==> src/rtl/instruction_fetcher_pkg.sv <==
// instruction_fetcher_pkg: shared constants and state encoding for the instruction fetcher
package instruction_fetcher_pkg;
  localparam int unsigned LEN_DEFAULT = 32;
  localparam logic [31:0] RESET_PC_DEFAULT = 32'h0000_0000;
  localparam logic [31:0] NOP = 32'h0000_0013;
  typedef enum logic {
    FETCH_REQ  = 1'b0,
    FETCH_WAIT = 1'b1
  } fetch_state_e;
endpackage

==> src/rtl/instruction_fetcher.sv <==
// instruction_fetcher: owns the PC, issues single-outstanding word fetches and
// presents one registered instruction to decode under valid/ready.
module instruction_fetcher
  import instruction_fetcher_pkg::*;
#(
  parameter int unsigned LEN = LEN_DEFAULT,
  parameter logic [LEN-1:0] RESET_PC = LEN'(RESET_PC_DEFAULT)
) (
  input  logic           clk,
  input  logic           rst_n,
  input  logic           rdy_in,
  output logic           mem_req_valid,
  output logic [LEN-1:0] mem_req_addr,
  input  logic           mem_req_ready,
  input  logic           mem_resp_valid,
  input  logic [LEN-1:0] mem_resp_data,
  output logic           inst_valid,
  output logic [LEN-1:0] instruction,
  output logic [LEN-1:0] inst_pc,
  input  logic           inst_ready,
  input  logic           redirect_valid,
  input  logic [LEN-1:0] redirect_pc
);
  fetch_state_e state_q, state_d;
  logic [LEN-1:0] pc_q, pc_d, instruction_q, instruction_d, inst_pc_q, inst_pc_d;
  logic inst_valid_q, inst_valid_d, drop_q, drop_d;
  logic redir, resp, load, fire;
  // A request is only issued when the output register will be free on return.
  assign mem_req_valid = rst_n & rdy_in & (state_q == FETCH_REQ) & ~redirect_valid
                       & (~inst_valid_q | inst_ready);
  assign mem_req_addr  = pc_q;
  assign inst_valid    = inst_valid_q;
  assign instruction   = instruction_q;
  assign inst_pc       = inst_pc_q;
  always_comb begin
    redir         = rdy_in & redirect_valid;
    resp          = (state_q == FETCH_WAIT) & mem_resp_valid;
    load          = resp & ~drop_q & ~redir;
    fire          = mem_req_valid & mem_req_ready;
    state_d       = resp ? FETCH_REQ : fire ? FETCH_WAIT : state_q;
    drop_d        = resp ? 1'b0 : (redir & state_q == FETCH_WAIT) ? 1'b1 : drop_q;
    pc_d          = redir ? {redirect_pc[LEN-1:2], 2'b00} : load ? pc_q + LEN'(4) : pc_q;
    inst_valid_d  = redir ? 1'b0 : load ? 1'b1 : (rdy_in & inst_ready) ? 1'b0 : inst_valid_q;
    instruction_d = load ? mem_resp_data : instruction_q;
    inst_pc_d     = load ? pc_q : inst_pc_q;
  end
  always_ff @(posedge clk or negedge rst_n) begin
    if (!rst_n) begin
      state_q       <= FETCH_REQ;
      pc_q          <= RESET_PC;
      inst_valid_q  <= 1'b0;
      instruction_q <= '0;
      inst_pc_q     <= '0;
      drop_q        <= 1'b0;
    end else begin
      state_q       <= state_d;
      pc_q          <= pc_d;
      inst_valid_q  <= inst_valid_d;
      instruction_q <= instruction_d;
      inst_pc_q     <= inst_pc_d;
      drop_q        <= drop_d;
    end
  end
endmodule

==> config.mk <==
export PLATFORM = sky130hd
export DESIGN_NAME = instruction_fetcher
export DESIGN_NICKNAME = d
export VERILOG_FILES = /design/src/rtl/instruction_fetcher_pkg.sv /design/src/rtl/instruction_fetcher.sv
export SDC_FILE = /design/constraint.sdc
export NUM_CORES = 1
export LEC_CHECK = 0
export CAP_MARGIN = 20
export CORE_ASPECT_RATIO = 2
export CORE_MARGIN = 1.5
export CORE_UTILIZATION = 35
export DETAILED_ROUTE_END_ITERATION = 6
export GPL_TIMING_DRIVEN = 1
export PLACE_DENSITY = 0.67
export SYNTH_ARGS = -nofsm -noshare
export SYNTH_HDL_FRONTEND = slang
export SYNTH_SLANG_ARGS = --single-unit
==> constraint.sdc <==
create_clock -name clk -period 2.82 [get_ports clk]
set_input_delay 0.564 -clock clk [delete_from_list [all_inputs] [get_ports clk]]
set_output_delay 0.564 -clock clk [all_outputs]
set_load 0.1 [all_outputs]
==> out/metrics.yaml <==
final_layout:
  layout_common_cells: "buf_4, dfrtp_1, clkdlybuf4s50_1, mux2_2, nor2_1"
  nets: 586
  antenna_cells: 0
  fin_util_pct: 52.0
  layout_commonest_cell: "buf_4"
  area_growth_pct: 43.5
  layout-drive-gt1-share_pct: 36.2
  fillers: 1080
synth:
  syn_area_per_cell_um2: 12.0
  yosys.area.top_type: "dfrtp_1"
  netlist_instances: 355
  ys_async_sr_fraction_pct: 100
  ys_ff_latch: 95
  synth_cell_types: 36
  synth-edff-count: 0
  synth_warnings: 0
  synth_top_area_share_pct: 55.8
  yosysSeqAreaShare_pct: 55.8
  synth.area.top_cells: "dfrtp_1, mux2_2, a31oi_1"
  synth_flop_cell: "dfrtp_1"
  syn_area_um2: 4260
timing:
  hold_viol: 0
  finalClockSkew_ns: 0.00799
  relSlewSlack_pct: 49.9
  fin_crit_ns: 2.38
  setup-tns-final_ns: 0
  post-route-period-util_pct: 84.4
  fmax_ghz: 0.420
  rsz0062_at_grt: "no"
  hold_slack_ns: 0.405
  slew_viol_final: 0
  setup_viol: 0
  worst_pin_slew_ns: 0.751
clocking:
  hold_buffers: 0
  cts_buffers: 9
  cts_resized: 0
  cts_setup_buffers: 0
  htreeDepth: 3
  clock_sinks: 95
  root_buffer: "clkbuf_16"
  cts_tree: "built"
  path_clk_slew_ns: 0.07
  clk_path_buf_depth: 2
  worstSkewPairLatency_ns: 0.34
critical_path:
  required_ns: 2.26
  critPathMaxFanout: 5
  critPathLaunchType: "input port"
  criticalPathCategory: "in -> out"
  cp_data_arrival_time_ns: 1.82
  cp-end-kind: "output pin"
drt:
  viasPerCell: 5.22
  routed_wl_um: 11400
  drtPass1Iterations: 4
  final_antenna_net_count: 0
  vias: 3464
  drt_iter0_drc: 163
  drcViolationCount: 0
  wl_per_cell_um: 17.2
grt:
  gr-total-overflow: 0
  grt_max_degree: 61
  antenna_found_initial: 0
  grt_pass1_vias: 3491
  track_usage_pct: 18.2
  grt_pass1_wl_um: 18000
placement:
  gp_congestion: 0.774
  port_buffers: 162
  place_hpwl_um: 8540
die:
  coreArea_um2: 11800
  initial_core_util_pct: 36.2
  rows: 56
  die_w_um: 81.1
  fp.dieH_um: 159
  dieArea_um2: 12900
  boundaryPins: 169
min_path:
  hold_class: "in -> async"
run_status:
  status: "finished clean"
run:
  cap_violations: 0
-- metrics by stage --
step	setup WS (ns)	std cells	cell area, um2
after floorplan	0.384	358	4280
after global placement	0.440	648	5810
after detailed placement	0.402	648	5810
after CTS	0.440	664	6120
after global routing	0.335	664	6120
final	0.441	664	6120
-- path summary, 6_finish.rpt --
check                                 from               end  slack, ns  cells after the start
max                         redirect_valid     mem_req_valid       0.44                      4
min                                  rst_n   mem_req_addr[6]       0.41                      2
max reg2reg                mem_req_addr[7]  mem_req_addr[17]       0.70                      4
min reg2reg                instruction[13]   instruction[13]       0.51                      1
max in group asynchronous            rst_n            drop_q       1.45                      3
min in group clk           instruction[13]   instruction[13]       0.51                      1
-- critical path, cell delays in order --
cell             delay (ns)
clkdlybuf4s50_1        0.54
nand4bb_1              0.28
a21oi_2                0.22
buf_12                 0.20
-- sequential cells by signal, indices dropped and copies added (netlist names) --
register	cells
inst_valid	1
instruction	32
drop_q	1
state_q	1
inst_pc	30
mem_req_addr	30
-- cell usage after synthesis, types with 2 or more instances --
library cell,n
nor3_1,2
dfrtp_1,95
buf_4,4
xor2_1,5
o21ai_0,3
nand2_1,13
or3_1,2
buf_2,11
xnor2_1,5
o31ai_1,17
or4_1,17
and2_1,3
nand3_1,11
a21oi_1,14
mux2_2,62
and4_1,4
inv_1,4
nand4_4,2
clkbuf_1,8
a31oi_1,21
nand4_1,7
nor2_1,31
-- per-layer routing --
layer  wire length, um  GRT usage, %
met1              4030          18.7
met3               431          2.69
met4               335          8.15
met5                 0             0
met2              6650          34.5
-- layout make-up --
type | instances | area (um2) | area share (%)
inverter | 4 | 15.0 | 0.245
clock buffer | 9 | 225 | 3.68
clock inverter | 7 | 80.1 | 1.31
timing repair buffer | 170 | 1470 | 24.0
tap | 145 | 181 | 2.97
sequential | 95 | 2380 | 38.9
multi-input combinational | 234 | 1770 | 28.9
-- kinds of logic after synthesis --
family,synth area share (%)
AND/OR/NAND/NOR,13.8
flip-flops,55.8
multiplexers,16.4
AO/OA/AOI/OAI,8.25
buffers and inverters,3.40
XOR/XNOR,2.05
adder cells (fa/ha/maj),0.293
other,0.0879
Power is left out: the tool's default activity adds up to more than one toggle a clock period on the data nets, which glitch-free logic cannot reach.
